File: config.mk
export PLATFORM = sky130hd
export DESIGN_NAME = rx_cmd_decoder_flat
export DESIGN_NICKNAME = d
export VERILOG_FILES = /design/src/rtl/rx_cmd_pkg.sv /design/src/rtl/rx_cmd_decoder_if.sv /design/src/rtl/rx_cmd_timeout_cnt.sv /design/src/rtl/rx_cmd_decoder.sv /design/src/flat_wrapper.sv
export SDC_FILE = /design/constraint.sdc
export NUM_CORES = 1
export LEC_CHECK = 0
export BUFFER_PORTS_ARGS = -buffer_cell sky130_fd_sc_hd__buf_2
export CAP_MARGIN = 20
export CORE_ASPECT_RATIO = 0.6
export CORE_UTILIZATION = 30
export DETAILED_ROUTE_END_ITERATION = 8
export GPL_ROUTABILITY_DRIVEN = 0
export HOLD_SLACK_MARGIN = 0.02
export SLEW_MARGIN = 20
export SYNTH_ARGS = -nofsm -noshare
export SYNTH_HDL_FRONTEND = slang
export SYNTH_SLANG_ARGS = --single-unit
File: constraint.sdc
create_clock -name clk -period 3 [get_ports clk]
set_input_delay 0.3 -clock clk [delete_from_list [all_inputs] [get_ports clk]]
set_output_delay 0.3 -clock clk [all_outputs]
set_load 0.05 [all_outputs]
File: src/rtl/rx_cmd_pkg.sv
// Shared constants and state encoding for the UART RX command decoder.
// The optional inter-byte timeout is enabled with RX_CMD_TIMEOUT_EN.
package rx_cmd_pkg;

    localparam logic [7:0] OP_RF_WR   = 8'hAA;
    localparam logic [7:0] OP_RF_RD   = 8'hBB;
    localparam logic [7:0] OP_ALU_OP  = 8'hCC;
    localparam logic [7:0] OP_ALU_NOP = 8'hDD;

    localparam int unsigned ADDR_OPA = 32'd0;
    localparam int unsigned ADDR_OPB = 32'd1;

    typedef enum logic [2:0] {
        ST_IDLE     = 3'd0,
        ST_WR_ADDR  = 3'd1,
        ST_WR_DATA  = 3'd2,
        ST_RD_ADDR  = 3'd3,
        ST_ALU_A    = 3'd4,
        ST_ALU_B    = 3'd5,
        ST_ALU_FUN  = 3'd6,
        ST_WAIT_RSP = 3'd7
    } state_e;

    // States that are partway through collecting a command's bytes.
    function automatic logic is_collecting(state_e s);
        logic r;
        case (s)
            ST_WR_ADDR, ST_WR_DATA, ST_RD_ADDR,
            ST_ALU_A, ST_ALU_B, ST_ALU_FUN: r = 1'b1;
            default:                         r = 1'b0;
        endcase
        return r;
    endfunction

endpackage

File: src/rtl/rx_cmd_decoder_if.sv
// Byte-stream input and register-file / ALU command bus of rx_cmd_decoder.
// The decoder sits on the slave side; the stream source and consumers on the master side.
interface rx_cmd_decoder_if #(
    parameter int unsigned DATA_W = 8,
    parameter int unsigned ADDR_W = 4,
    parameter int unsigned FUNC_W = 4
);
    logic [DATA_W-1:0] rx_data;
    logic              rx_valid;
    logic              rsp_done;
    logic              rf_wr_en;
    logic              rf_rd_en;
    logic [ADDR_W-1:0] rf_addr;
    logic [DATA_W-1:0] rf_wdata;
    logic              alu_en;
    logic [FUNC_W-1:0] alu_fun;
    logic              cmd_err;
    logic              overrun;
    logic              timeout;

    modport master (
        output rx_data, rx_valid, rsp_done,
        input  rf_wr_en, rf_rd_en, rf_addr, rf_wdata, alu_en, alu_fun,
               cmd_err, overrun, timeout
    );

    modport slave (
        input  rx_data, rx_valid, rsp_done,
        output rf_wr_en, rf_rd_en, rf_addr, rf_wdata, alu_en, alu_fun,
               cmd_err, overrun, timeout
    );
endinterface

File: src/rtl/rx_cmd_timeout_cnt.sv
// Inter-byte idle counter; expired flags the last idle cycle before a command is aborted.
// Only instantiated when RX_CMD_TIMEOUT_EN is defined.
module rx_cmd_timeout_cnt #(
    parameter int unsigned TIMEOUT_CYC = 1024
) (
    input  logic clk,
    input  logic rst,
    input  logic clr,
    input  logic en,
    output logic expired
);
    localparam int unsigned CNT_W = $clog2(TIMEOUT_CYC + 32'd1);
    localparam logic [CNT_W-1:0] CNT_LAST = CNT_W'(TIMEOUT_CYC - 32'd1);

    logic [CNT_W-1:0] cnt_d;
    logic [CNT_W-1:0] cnt_q;

    // Next count: load zero on clear, otherwise advance while enabled.
    always_comb begin
        cnt_d = cnt_q;
        if (clr) begin
            cnt_d = '0;
        end else if (en) begin
            cnt_d = cnt_q + CNT_W'(1'b1);
        end else begin
            cnt_d = cnt_q;
        end
    end

    // Count register.
    always_ff @(posedge clk or negedge rst) begin
        if (!rst) begin
            cnt_q <= '0;
        end else begin
            cnt_q <= cnt_d;
        end
    end

    assign expired = en && (cnt_q == CNT_LAST);

endmodule

File: src/rtl/rx_cmd_decoder.sv
// Parses the received UART byte stream into register-file and ALU command strobes.
// Define RX_CMD_TIMEOUT_EN to abort partial commands after TIMEOUT_CYC idle cycles.
module rx_cmd_decoder #(
    parameter int unsigned DATA_W = 8,
    parameter int unsigned ADDR_W = 4,
    parameter int unsigned FUNC_W = 4
`ifdef RX_CMD_TIMEOUT_EN
    ,
    parameter int unsigned TIMEOUT_CYC = 1024
`endif
) (
    input  logic             clk,
    input  logic             rst,
    rx_cmd_decoder_if.slave  bus
);
    import rx_cmd_pkg::*;

    state_e            state_d,    state_q;
    logic              rf_wr_en_d, rf_wr_en_q;
    logic              rf_rd_en_d, rf_rd_en_q;
    logic [ADDR_W-1:0] rf_addr_d,  rf_addr_q;
    logic [DATA_W-1:0] rf_wdata_d, rf_wdata_q;
    logic              alu_en_d,   alu_en_q;
    logic [FUNC_W-1:0] alu_fun_d,  alu_fun_q;
    logic              cmd_err_d,  cmd_err_q;
    logic              overrun_d,  overrun_q;
    logic              timeout_d,  timeout_q;
    logic              expired_s;

`ifdef RX_CMD_TIMEOUT_EN
    logic collect_s;
    logic cnt_clr_s;

    assign collect_s = is_collecting(state_q);
    assign cnt_clr_s = bus.rx_valid || !collect_s;

    rx_cmd_timeout_cnt #(
        .TIMEOUT_CYC (TIMEOUT_CYC)
    ) u_timeout_cnt (
        .clk     (clk),
        .rst     (rst),
        .clr     (cnt_clr_s),
        .en      (collect_s),
        .expired (expired_s)
    );
`else
    assign expired_s = 1'b0;
`endif

    // Next-state and next-output decode; strobes default low, data fields hold.
    always_comb begin
        state_d    = state_q;
        rf_wr_en_d = 1'b0;
        rf_rd_en_d = 1'b0;
        rf_addr_d  = rf_addr_q;
        rf_wdata_d = rf_wdata_q;
        alu_en_d   = 1'b0;
        alu_fun_d  = alu_fun_q;
        cmd_err_d  = 1'b0;
        overrun_d  = 1'b0;
        timeout_d  = 1'b0;

        if (state_q == ST_WAIT_RSP) begin
            // A byte arriving together with rsp_done is still dropped.
            overrun_d = bus.rx_valid;
            state_d   = bus.rsp_done ? ST_IDLE : ST_WAIT_RSP;
        end else if (bus.rx_valid) begin
            case (state_q)
                ST_IDLE: begin
                    case (bus.rx_data)
                        OP_RF_WR:   state_d = ST_WR_ADDR;
                        OP_RF_RD:   state_d = ST_RD_ADDR;
                        OP_ALU_OP:  state_d = ST_ALU_A;
                        OP_ALU_NOP: state_d = ST_ALU_FUN;
                        default: begin
                            state_d   = ST_IDLE;
                            cmd_err_d = 1'b1;
                        end
                    endcase
                end
                ST_WR_ADDR: begin
                    rf_addr_d = bus.rx_data[ADDR_W-1:0];
                    state_d   = ST_WR_DATA;
                end
                ST_WR_DATA: begin
                    rf_wdata_d = bus.rx_data;
                    rf_wr_en_d = 1'b1;
                    state_d    = ST_IDLE;
                end
                ST_RD_ADDR: begin
                    rf_addr_d  = bus.rx_data[ADDR_W-1:0];
                    rf_rd_en_d = 1'b1;
                    state_d    = ST_WAIT_RSP;
                end
                ST_ALU_A: begin
                    rf_addr_d  = ADDR_W'(ADDR_OPA);
                    rf_wdata_d = bus.rx_data;
                    rf_wr_en_d = 1'b1;
                    state_d    = ST_ALU_B;
                end
                ST_ALU_B: begin
                    rf_addr_d  = ADDR_W'(ADDR_OPB);
                    rf_wdata_d = bus.rx_data;
                    rf_wr_en_d = 1'b1;
                    state_d    = ST_ALU_FUN;
                end
                ST_ALU_FUN: begin
                    alu_fun_d = bus.rx_data[FUNC_W-1:0];
                    alu_en_d  = 1'b1;
                    state_d   = ST_WAIT_RSP;
                end
                default: begin
                    state_d = ST_IDLE;
                end
            endcase
        end else if (expired_s) begin
            state_d   = ST_IDLE;
            timeout_d = 1'b1;
        end else begin
            state_d = state_q;
        end
    end

    // State and output registers.
    always_ff @(posedge clk or negedge rst) begin
        if (!rst) begin
            state_q    <= ST_IDLE;
            rf_wr_en_q <= 1'b0;
            rf_rd_en_q <= 1'b0;
            rf_addr_q  <= '0;
            rf_wdata_q <= '0;
            alu_en_q   <= 1'b0;
            alu_fun_q  <= '0;
            cmd_err_q  <= 1'b0;
            overrun_q  <= 1'b0;
            timeout_q  <= 1'b0;
        end else begin
            state_q    <= state_d;
            rf_wr_en_q <= rf_wr_en_d;
            rf_rd_en_q <= rf_rd_en_d;
            rf_addr_q  <= rf_addr_d;
            rf_wdata_q <= rf_wdata_d;
            alu_en_q   <= alu_en_d;
            alu_fun_q  <= alu_fun_d;
            cmd_err_q  <= cmd_err_d;
            overrun_q  <= overrun_d;
            timeout_q  <= timeout_d;
        end
    end

    assign bus.rf_wr_en = rf_wr_en_q;
    assign bus.rf_rd_en = rf_rd_en_q;
    assign bus.rf_addr  = rf_addr_q;
    assign bus.rf_wdata = rf_wdata_q;
    assign bus.alu_en   = alu_en_q;
    assign bus.alu_fun  = alu_fun_q;
    assign bus.cmd_err  = cmd_err_q;
    assign bus.overrun  = overrun_q;
    assign bus.timeout  = timeout_q;

endmodule

File: src/flat_wrapper.sv
// flat-port wrapper written by rule: the top's interface ports become plain ports
module rx_cmd_decoder_flat import rx_cmd_pkg::*;
#(
    parameter int unsigned DATA_W = 8,
    parameter int unsigned ADDR_W = 4,
    parameter int unsigned FUNC_W = 4

)
  (clk, rst, bus_rx_data, bus_rx_valid, bus_rsp_done, bus_rf_wr_en, bus_rf_rd_en, bus_rf_addr, bus_rf_wdata, bus_alu_en, bus_alu_fun, bus_cmd_err, bus_overrun, bus_timeout);
  rx_cmd_decoder_if #(.DATA_W(DATA_W), .ADDR_W(ADDR_W), .FUNC_W(FUNC_W)) bus_i ();
  input  logic clk;
  input  logic rst;
  input wire logic [$bits(bus_i.rx_data)-1:0] bus_rx_data;
  input wire logic [$bits(bus_i.rx_valid)-1:0] bus_rx_valid;
  input wire logic [$bits(bus_i.rsp_done)-1:0] bus_rsp_done;
  output wire logic [$bits(bus_i.rf_wr_en)-1:0] bus_rf_wr_en;
  output wire logic [$bits(bus_i.rf_rd_en)-1:0] bus_rf_rd_en;
  output wire logic [$bits(bus_i.rf_addr)-1:0] bus_rf_addr;
  output wire logic [$bits(bus_i.rf_wdata)-1:0] bus_rf_wdata;
  output wire logic [$bits(bus_i.alu_en)-1:0] bus_alu_en;
  output wire logic [$bits(bus_i.alu_fun)-1:0] bus_alu_fun;
  output wire logic [$bits(bus_i.cmd_err)-1:0] bus_cmd_err;
  output wire logic [$bits(bus_i.overrun)-1:0] bus_overrun;
  output wire logic [$bits(bus_i.timeout)-1:0] bus_timeout;
  assign bus_i.rx_data = bus_rx_data;
  assign bus_i.rx_valid = bus_rx_valid;
  assign bus_i.rsp_done = bus_rsp_done;
  assign bus_rf_wr_en = bus_i.rf_wr_en;
  assign bus_rf_rd_en = bus_i.rf_rd_en;
  assign bus_rf_addr = bus_i.rf_addr;
  assign bus_rf_wdata = bus_i.rf_wdata;
  assign bus_alu_en = bus_i.alu_en;
  assign bus_alu_fun = bus_i.alu_fun;
  assign bus_cmd_err = bus_i.cmd_err;
  assign bus_overrun = bus_i.overrun;
  assign bus_timeout = bus_i.timeout;
  rx_cmd_decoder #(.DATA_W(DATA_W), .ADDR_W(ADDR_W), .FUNC_W(FUNC_W)) u_core (.clk(clk), .rst(rst), .bus(bus_i));
endmodule
==> run_results.csv <==
group,metric,value,unit
worst_hold_path,worstHoldStart,"bus_rx_data[5]",
floorplan,start_util,31.4,%
worst_hold_path,whs_endpoint,"u_core.bus.rf_wdata[5]$_DFFE_PN0P_",
grt,grt_pass1_wl,4110,µm
setup_path,worstPathMaxFanout,18,
route,drc,0,
floorplan,die-area,4110,µm²
logic_synthesis,synth_nets,105,
sta,relSlewSlack,64.6,%
cells_and_area,final_common_cell,"buf_2",
sta,rsz0062_at_grt,"no",
setup_path,required,3150,ps
route,wl,2450,µm
sta,setup-tns-final,0,ps
logic_synthesis,yosysSeqAreaShare,52.0,%
logic_synthesis,ys_ff_latch,24,
floorplan,core,3680,µm²
logic_synthesis,syn-cell-area,1150,µm²
setup_path,worstSetupEndpointType,"register",
cts,clock_latency,270,ps
grt,grt_use_total,13.9,%
place,dp_hpwl,1790,µm
cells_and_area,drive_gt1_share,45.9,%
cts,clock_path_buffers,2,
setup_path,critPathLaunch,"u_core.state_q[2]$_DFFE_PN0P_",
cells_and_area,diodes,0,
sta,hold_viol_final,0,
logic_synthesis,ys_types,34,
cts,cts_root_buffer,"clkbuf_8",
sta,fmax,601,MHz
route,first_pass_iters,4,
grt,antenna_found_initial,0,
route,vias,833,
sta,setup_violations,0,
run,maxCapViolations,0,
floorplan,die_h,50.1,µm
route,drt-initial-drc-count,22,
setup_path,rrSetupSlack,1340,ps
sta,tightest_slew,531,ps
cts,cts.sinks,24,
setup_path,worstSetupPathType,"register to register",
pwr,power_density,813,nW/µm²
status,status,"complete, no violations",
worst_hold_path,hold_path_depth,2,
pwr,ir_drop,0.459,mV
setup_path,rr_startpoint,"u_core.state_q[2]$_DFFE_PN0P_",
logic_synthesis,synth_area_per_cell,12.4,µm²
sta,skew,10.1,ps
route,vias_per_cell,4.93,
route,wire_per_inst,14.5,µm
cells_and_area,post-route-util,38.0,%
cts,cts_repair_resize_count,0,
cells_and_area,area.growth.synth_to_final,21.2,%
grt,grt_max_degree,25,
cts,numCtsBuffers,3,
setup_path,arrival,1820,ps
cts,cts.reportedPaths.clkPinSlew,90,ps
logic_synthesis,yosys_warnings,0,
sta,period_needed,1660,ps
floorplan,rows,17,
floorplan,die_w,82.1,µm
cts,tritoncts,"yes",
grt,overflow,0,
sta,report.final.slew_viol_count,0,
cells_and_area,final.fill_count,371,
logic_synthesis,netlist_instances,93,
cts,cts.htree.levels,1,
setup_path,r2r_end,"u_core.bus.rf_wdata[7]$_DFFE_PN0P_",
grt,first_global_vias,831,
place,port_buffers,32,
route,ant_nets,0,
cells_and_area,finalInstanceArea,1400,µm²
cells_and_area,final_nets,135,
place,place_area,1320,µm²
setup_path,start_kind,"register",
sta,finalCritPeriodShare,55.5,%
setup_path,reg2reg_depth,3,
pwr,p_leak,0.668,nW
cells_and_area,layout_common_cells,"32 x buf_2, 24 x dfrtp_1, 8 x mux2_2, 5 x nand3_1, 5 x a21oi_1",
worst_hold_path,min_path_type,"input pin to register",
floorplan,ioPinCount,34,
-- worst max-delay path, cell delays in order (launching register included) --
cell and delay (ps):
dfrtp_1 580, nor2b_4 230, o21ai_4 340, mux2_2 390
-- synth_stat cells --
| master | count | share of area, % |
|---|---|---|
| buf_6 | 2 | 2.0 |
| mux2i_1 | 1 | 0.87 |
| o221ai_1 | 1 | 0.76 |
| dfrtp_1 | 24 | 52 |
| nor3b_2 | 1 | 1.1 |
| or2_1 | 1 | 0.54 |
| nand2b_4 | 1 | 1.2 |
| and2_2 | 1 | 0.65 |
| o21ai_4 | 1 | 1.4 |
| o41ai_1 | 1 | 0.76 |
| o2111a_1 | 1 | 0.98 |
| nand2_1 | 3 | 0.98 |
| a221oi_1 | 1 | 0.76 |
| o21ai_0 | 1 | 0.43 |
| xnor2_1 | 1 | 0.76 |
| nand3_1 | 5 | 2.2 |
| mux2_4 | 4 | 5.2 |
| nor2_1 | 4 | 1.3 |
| nor2b_1 | 3 | 1.6 |
| inv_1 | 3 | 0.98 |
| buf_4 | 2 | 1.3 |
| mux2_2 | 8 | 7.8 |
| o211ai_1 | 2 | 1.3 |
| and4bb_2 | 3 | 3.3 |
| a21oi_1 | 5 | 2.2 |
| o2111ai_1 | 1 | 0.76 |
| or2b_1 | 1 | 0.65 |
| o2bb2ai_1 | 3 | 2.3 |
| nand4_1 | 1 | 0.54 |
| clkbuf_1 | 2 | 0.65 |
| conb_1 | 1 | 0.32 |
| buf_2 | 2 | 0.87 |
| nor2b_4 | 1 | 1.2 |
| nor4_1 | 1 | 0.54 |
-- what timing repair did --
| item | CTS | global route |
|---|---|---|
| endpoints found under the hold margin | 14 | 0 |
| hold buffers | 1 | 0 |
| endpoints found under the setup margin | 0 | 0 |
| setup buffers | 0 | 0 |
-- per-stage QoR --
step / worst slack (ps) / hold slack [ps] / power (mW) / std cells
floorplan: 1660 / 4.41 / 0.753 / 93
global placement: 1410 / 301 / 0.849 / 164
detailed placement: 1360 / 316 / 0.860 / 164
CTS: 1330 / 293 / 1.15 / 169
global route: 1240 / 287 / 1.20 / 169
finish: 1340 / 296 / 1.14 / 169
-- flip-flops by register name (all words and copies together), names as in the netlist --
name / flops
u_core.bus.rf_addr: 4
u_core.bus.rf_wr_en: 1
u_core.bus.rf_rd_en: 1
u_core.bus.overrun: 1
u_core.bus.rf_wdata: 8
u_core.bus.alu_en: 1
u_core.bus.cmd_err: 1
u_core.state_q: 3
u_core.bus.alu_fun: 4
-- layer usage --
metal | wire [µm] | global-route usage [%] | up-vias
met2 | 1030 | 20.7 | 31
li1 | - | - | 390
met1 | 1250 | 18.7 | 410
met5 | 0 | 0 | -
met3 | 160 | 4.81 | 2
met4 | 11 | 4.39 | 0
-- worst max path at each step --
stage               depth (start not counted)                                  to
detailed placement                          3  u_core.bus.rf_wdata[7]$_DFFE_PN0P_
floorplan                                   4  u_core.bus.rf_wdata[0]$_DFFE_PN0P_
finish                                      3  u_core.bus.rf_wdata[7]$_DFFE_PN0P_
global placement                            3  u_core.bus.rf_wdata[2]$_DFFE_PN0P_
CTS                                         3  u_core.bus.rf_wdata[7]$_DFFE_PN0P_
global route                                3  u_core.bus.rf_wdata[7]$_DFFE_PN0P_
-- layout make-up --
cell class / instances / area, µm² / area share, %
multi-input cells: 58 / 488 / 34.9
inverters: 3 / 11.3 / 0.804
repair buffers: 33 / 170 / 12.2
flip-flops and latches: 24 / 601 / 42.9
well taps: 47 / 58.8 / 4.20
clock inverters: 1 / 30.0 / 2.14
clock buffers: 3 / 41.3 / 2.95
-- power by group --
part           switching [mW]  total [mW]  internal, mW  leakage, nW
Combinational           0.313       0.422         0.109        0.335
Clock                   0.110       0.288         0.179       0.0357
Sequential             0.0378       0.428         0.391        0.298
Total                   0.461        1.14         0.678        0.668
-- kinds of logic (layout without fill, tap and decap cells) --
logic type | count (synthesis) | in the layout | synth area share, %
compound gates | 17 | 17 | 11.6
xor+xnor | 1 | 1 | 0.759
buf+inv | 11 | 40 | 5.74
flops | 24 | 24 | 52.0
mux | 13 | 13 | 13.9
other cells | 1 | 1 | 0.325
simple gates | 26 | 26 | 15.7
Power figures use the tool's default switching activity.
